## src/rtl/serial_operand_loader.sv

```systemverilog
// Bit-serial operand entry: synchronized, debounced shift/load buttons assemble
// two WIDTH-bit operands LSB-first and present them with a valid/ready handshake.
module serial_operand_loader #(
    parameter int unsigned WIDTH     = 8,
    parameter int unsigned DB_CYCLES = 1000000
) (
    input  logic             clk,
    input  logic             reset_n,
    input  logic             sdata,
    input  logic             shiftsignal,
    input  logic             loadsignal,
    input  logic             op_ready,
    output logic [WIDTH-1:0] op_a,
    output logic [WIDTH-1:0] op_b,
    output logic             op_valid,
    output logic [WIDTH-1:0] preview,
    output logic [3:0]       bit_cnt,
    output logic [1:0]       phase,
    output logic             err
);

    localparam int unsigned CNT_W = (DB_CYCLES > 1) ? $clog2(DB_CYCLES + 1) : 1;
    localparam logic [3:0]  FULL  = 4'(WIDTH);

    typedef enum logic [1:0] {
        COLLECT_A = 2'd0,
        COLLECT_B = 2'd1,
        HOLD      = 2'd2
    } phase_t;

    logic             rst_meta, rst_n;
    logic [2:0]       sync1, sync2;
    logic             sdata_s;
    logic [1:0]       btn_s;
    logic [1:0]       db_level, db_level_d, press_p;
    logic [CNT_W-1:0] db_cnt [2];
    logic             shift_p, load_p;

    phase_t           state, state_n;
    logic [WIDTH-1:0] op_a_n, op_b_n, preview_n;
    logic [3:0]       bit_cnt_n;
    logic             op_valid_n, err_n;

    // Reset asserts immediately, releases two clocks later on a clean edge.
    always_ff @(posedge clk or negedge reset_n) begin
        if (!reset_n) begin
            rst_meta <= 1'b0;
            rst_n    <= 1'b0;
        end else begin
            rst_meta <= 1'b1;
            rst_n    <= rst_meta;
        end
    end

    assign sdata_s = sync2[0];
    assign btn_s   = sync2[2:1];
    assign shift_p = press_p[0];
    assign load_p  = press_p[1];

    // Two-flop synchronizers, then per-button debounce and rising-edge press pulse.
    always_ff @(posedge clk or negedge rst_n) begin
        if (!rst_n) begin
            sync1      <= '0;
            sync2      <= '0;
            db_level   <= '0;
            db_level_d <= '0;
            press_p    <= '0;
            db_cnt[0]  <= '0;
            db_cnt[1]  <= '0;
        end else begin
            sync1 <= {loadsignal, shiftsignal, sdata};
            sync2 <= sync1;
            for (int i = 0; i < 2; i++) begin
                if (btn_s[i] == db_level[i]) begin
                    db_cnt[i] <= '0;
                end else if (db_cnt[i] == CNT_W'(DB_CYCLES - 1)) begin
                    db_level[i] <= ~db_level[i];
                    db_cnt[i]   <= '0;
                end else begin
                    db_cnt[i] <= db_cnt[i] + CNT_W'(1);
                end
            end
            db_level_d <= db_level;
            press_p    <= db_level & ~db_level_d;
        end
    end

    always_ff @(posedge clk or negedge rst_n) begin
        if (!rst_n) begin
            state    <= COLLECT_A;
            op_a     <= '0;
            op_b     <= '0;
            op_valid <= 1'b0;
            preview  <= '0;
            bit_cnt  <= '0;
            err      <= 1'b0;
        end else begin
            state    <= state_n;
            op_a     <= op_a_n;
            op_b     <= op_b_n;
            op_valid <= op_valid_n;
            preview  <= preview_n;
            bit_cnt  <= bit_cnt_n;
            err      <= err_n;
        end
    end

    assign phase = state;

    // Load wins over a coincident shift; the dropped shift is flagged.
    always_comb begin
        state_n    = state;
        op_a_n     = op_a;
        op_b_n     = op_b;
        op_valid_n = op_valid;
        preview_n  = preview;
        bit_cnt_n  = bit_cnt;
        err_n      = 1'b0;
        case (state)
            COLLECT_A, COLLECT_B: begin
                if (load_p) begin
                    if (shift_p) err_n = 1'b1;
                    if (bit_cnt == FULL) begin
                        if (state == COLLECT_A) begin
                            op_a_n  = preview;
                            state_n = COLLECT_B;
                        end else begin
                            op_b_n     = preview;
                            op_valid_n = 1'b1;
                            state_n    = HOLD;
                        end
                        preview_n = '0;
                        bit_cnt_n = '0;
                    end else begin
                        err_n = 1'b1;
                    end
                end else if (shift_p) begin
                    if (bit_cnt < FULL) begin
                        preview_n = {sdata_s, preview[WIDTH-1:1]};
                        bit_cnt_n = bit_cnt + 4'd1;
                    end else begin
                        err_n = 1'b1;
                    end
                end
            end
            HOLD: begin
                err_n = shift_p | load_p;
                if (op_valid && op_ready) begin
                    op_valid_n = 1'b0;
                    state_n    = COLLECT_A;
                end
            end
            default: state_n = COLLECT_A;
        endcase
    end

endmodule
```

## config.mk

```make
export PLATFORM = sky130hd
export DESIGN_NAME = serial_operand_loader
export DESIGN_NICKNAME = d
export VERILOG_FILES = /design/src/rtl/serial_operand_loader.sv
export SDC_FILE = /design/constraint.sdc
export NUM_CORES = 1
export LEC_CHECK = 0
export ABC_CLOCK_PERIOD_IN_PS = 3100
export BUFFER_PORTS_ARGS = -buffer_cell sky130_fd_sc_hd__buf_2
export CORE_UTILIZATION = 58
export DETAILED_ROUTE_END_ITERATION = 7
export PLACE_DENSITY_LB_ADDON = 0.05
export SLEW_MARGIN = 20
export SYNTH_ARGS = -nofsm -noshare
export SYNTH_HDL_FRONTEND = slang
export SYNTH_SLANG_ARGS = --single-unit
```

## constraint.sdc

```tcl
create_clock -name clk -period 3.1 [get_ports clk]
set_clock_uncertainty 0.05 [all_clocks]
set_input_delay 0.465 -clock clk [delete_from_list [all_inputs] [get_ports clk]]
set_output_delay 0.465 -clock clk [all_outputs]
set_load 0.02 [all_outputs]
```

# Word level (Yosys, flattened, before mapping)
# Index checks and enable logic that the tools add are counted.
# classes
add_sub_neg	3
mul	0
div_mod_pow	0
magnitude_cmp	1
n_eq_ne	12
n_shift	0
n_mux	28
bitwise_logic	8
reduce_logical	13
# op_table
cell	n
2-to-1 mux 20 bit	4
adder 20 x 1 -> 20 bit, second input constant	2
== test 20 bit, second input constant	2
2-to-1 mux 8 bit	4
2-to-1 mux 4 bit	4
AND reduction 4 bit	3
2-to-1 mux 1 bit	9
2-to-1 mux 2 bit	4
!= test 2 bit, second input constant	4
nonzero test 2 bit	3
inverter 1 bit	5
AND reduction 5 bit	1
adder 4 x 1 -> 4 bit, second input constant	1
== test 4 bit, second input constant	1
less-than comparator 4 bit, second input constant	1
one-hot mux 1 bit (2 select lines)	2
one-hot mux 2 bit (2 select lines)	1
AND reduction 2 bit	2
AND reduction 3 bit	1
AND 2 bit	1
== test 1 bit	2
== test 2 x 1 -> 1 bit, second input constant	1
== test 2 bit, second input constant	1
zero test 2 bit	1
other kinds (5)	5
# totals
register_bits	86
latch_bits	0
ram_bits	0
mem_bits_ro	0
in_bits	6
output_inout_bits	32
word_cells	82
memories	0

# Logic depth before layout (Yosys ltp)
# logic_depth
word_depth	5
mapped_depth	7
depth_no_buf	6

# Worst setup path after synthesis
# Ideal clock, no wire load.
# synth_path
path_type	register to register
from	reg bit_cnt[0]
to	reg op_b[0]
setup_time_ps	125
arrival_time_ps	1701
required_ps	2925
setup_slack_ps	1224
path_stages_with_launch	6
n_path_buf	0
synth_period_minus_slack_ps	1876
path_cell_list	dfrtp_1 inv_1 ha_1 nand4b_1 nor3_2 mux2_2
# synth_between
elab_chain_len	2
# synth_rtl
item	line_no	source
start: declaration	17	output logic [3:0] bit_cnt,
start signal: assignment	103	bit_cnt <= bit_cnt_n;
== test 4 bit	123	if (bit_cnt == FULL) begin
AND reduction 4 bit (no source line)	n/a	
end signal: assignment	100	op_b <= op_b_n;
end: declaration	14	output logic [WIDTH-1:0] op_b,
# Every way passes these cells.
# A chain may end at the register's enable or synchronous reset.

# Worst setup path in the final report
# layout_path
from	reg bit_cnt[0]
to	reg op_b[4]
# Same word-level chain as after synthesis.

==> summary.txt <==
Run status
  – Status: complete, no violations

Placed design
  – I/O Buffers: 37
  – Post-DP HPWL: 4380 um
  – RD Place Congestion: 0.811
  – Setup WS pre-CTS: 1.07 ns

Synth
  – Synth cell types: 39
  – Synth top area share: 0.578
  – Largest cells by area after synthesis: dfrtp_1, mux2_2, xnor2_1
  – Cells after synthesis: 327
  – Syn Nets: 337
  – Warnings, synthesis: 0
  – Most frequent cell after synthesis: dfrtp_1
  – Average size of a mapped cell: 11.4 um2
  – Post-Syn Area: 3720 um2
  – Asr flop ratio synth: 1.00
  – Register area share after synthesis: 0.578
  – Leading area contributor after synthesis: dfrtp_1
  – Predominant post-synthesis flop cell: dfrtp_1
  – Synth top cells by count: dfrtp_1, nor2_1, xnor2_1
  – #FFs+latches synth: 86
  – EDFF count, synth: 0

Routing
  – Via count: 2537
  – WL final: 6540 um
  – Vias per cell: 5.63
  – WL per Instance: 14.5 um
  – 1st-iter DRT viols: 143
  – Detailed-route DRC error count: 0
  – Drt pass-1 iters: 4
  – DRT antenna net count: 0

STA
  – Final setup fails: 0
  – Slew at the pin with the worst max-slew slack: 0.663 ns
  – FMAX: 489 MHz
  – Setup TNS: 0 ns
  – Final Slew Violations: 0
  – RSZ-0062 raised after global routing: no
  – Final worst-path cycle share: 0.660
  – Setup ws final: 1.05 ns
  – Hold Violations, Final: 0
  – Worst-case hold slack: 0.167 ns
  – Relative slew slack: 0.556
  – Crit path time final: 2.05 ns

Critical path
  – Worst setup EP type: register
  – CP arrival: 2.23 ns
  – Reg2reg setup slack: 1.05 ns
  – Reg-to-Reg End: op_b[4]
  – R2r startpoint: bit_cnt[0]
  – Setup CP Type: register to register
  – Crit Path Max Fanout: 9
  – CP startpoint: bit_cnt[0]
  – CP startpoint kind: register
  – Worst Setup EP: op_b[4]
  – R2R depth: 5
  – Req. time, crit path: 3.28 ns

Global routing
  – Total grt overflow: 0
  – First-pass GRT wire length: 10900 um
  – Vias in the first global route: 2472
  – Initial antenna violation count: 0
  – Gr usage total: 0.215
  – Largest net degree at the start of global routing: 85

Floorplanning
  – Core ar.: 6060 um2
  – IO Pins: 38
  – Die Wd: 82.1 um
  – Die Height: 82.1 um
  – Row count: 28
  – Die ar.: 6750 um2
  – Starting Density: 0.615

Final layout
  – Ant. Diodes: 0
  – Fill count: 450
  – Final core area utilization: 0.698
  – Multi-input logic area: 1510 um2
  – Share of layout cells above drive strength 1: 0.231
  – Syn-to-layout area delta: 13.5%
  – FF/Latch Area: 2160 um2
  – Nets@finish: 381

CTS
  – Setup bufs post-CTS: 0
  – CTS resizes: 0
  – Clock slew at reported path FFs: 0.09 ns
  – Clk root buf: clkbuf_8
  – CTS sink count: 86
  – H-tree depth: 3
  – TritonCTS clock tree: done
  – Worst skew pair latency: 0.35 ns
  – Inserted Clock Buffers: 9
  – Clock tree buffer depth: 2

Worst hold path
  – Worst min path class: input pin to register
  – Hold path cells: 1

Pwr
  – Pwr dens: 456 nW/um2
  – Worst VDD drop: 0.378 mV
  – Pleak: 1.96 nW
  – Total Power: 1.93 mW

Flow run
  – # Max-Cap Violations: 0
power by group:
group,switching [mW],internal (mW)
combinational,0.0306,0.0157
sequential,0.0141,1.13
clock,0.411,0.325
cell usage in the layout (no fill, tap or decap), types with 2 or more instances in the layout:
master	netlist	layout
nor3_2	2	2
nand4_1	12	12
nand4b_1	6	6
inv_6	0	3
xnor2_1	20	20
buf_4	0	3
o21ai_0	7	7
dfrtp_1	86	85
nand3_1	14	14
clkbuf_8	0	10
nor2_1	42	42
a22o_1	9	9
nor2b_1	2	2
and3_1	10	10
a21oi_1	11	11
nand2_1	14	14
nor3_1	9	9
o31ai_2	0	2
or3_1	3	3
nor4b_1	4	4
nor4_1	6	6
xor2_1	11	11
inv_1	9	9
o31ai_1	4	2
clkinv_4	0	2
buf_2	3	37
mux2_2	18	18
ha_1	4	4
area by class of cell:
cell class	instances	area share
Sequential cell	86	0.510
Multi-Input combinational cell	223	0.357
Timing Repair Buffer	42	0.0580
Clock buffer	10	0.0325
Tap cell	75	0.0222
Clock inverter	6	0.0121
Inverter	9	0.00799
through the flow:
step | cells | instance area (um2)
floorplan | 327 | 3720
global placement | 433 | 4000
detailed placement | 433 | 4000
CTS | 450 | 4200
global route | 451 | 4230
finish | 451 | 4230
per-layer routing:
layer  part of all wire  up-vias  track usage
met1               0.48     1229        0.281
met3              0.032       10       0.0385
met2               0.47       53        0.354
met4              0.015        0       0.0912
met5                  0        -            0
li1                   -     1245            -
critical path: stages, from the launching register on:
cell and delay (ns):
dfrtp_1 0.43, inv_1 0.10, ha_1 0.19, nand4b_1 0.19, nor3_2 0.56, mux2_2 0.41
kinds of logic (layout without fill, tap and decap cells):
logic type / Yosys count / after routing / share of synthesized area
xor gates and xnor gates: 31 / 31 / 0.0729
DFF: 86 / 86 / 0.578
other: 1 / 1 / 0.00101
buffers and inverters: 18 / 67 / 0.0191
adders and majority gates: 4 / 4 / 0.0134
muxes: 18 / 18 / 0.0544
and+or+nand+nor: 134 / 134 / 0.199
AOI/OAI and AO/OA: 35 / 35 / 0.0625
worst min path at each step:
| stage | start | end | slack [ns] |
|---|---|---|---|
| 6_report | loadsignal | sync1[2] | 0.17 |
| 5_1_grt | loadsignal | sync1[2] | 0.15 |
| 4_1_cts | loadsignal | sync1[2] | 0.15 |
| 3_5_place_dp | reset_n | rst_meta | 0.20 |
| 3_3_place_gp | reset_n | rst_meta | 0.20 |
| 2_1_floorplan | reset_n | rst_meta | 0.12 |
state kept, by name (all words and copies together) (netlist names):
register    flops
sync2           3
db_cnt         40
press_p         2
rst_n           1
db_level        2
err             1
op_a            8
op_b            8
db_level_d      2
op_valid        1
sync1           3
phase           2
preview         8
bit_cnt         4
rst_meta        1
timing repair:
| action | CTS | global route |
|---|---|---|
| endpoints found under the hold margin | 2 | 0 |
| endpoints found under the setup margin | 0 | 0 |
| hold buffers | 1 | 0 |
No activity file was read; power rests on OpenSTA's default activity.
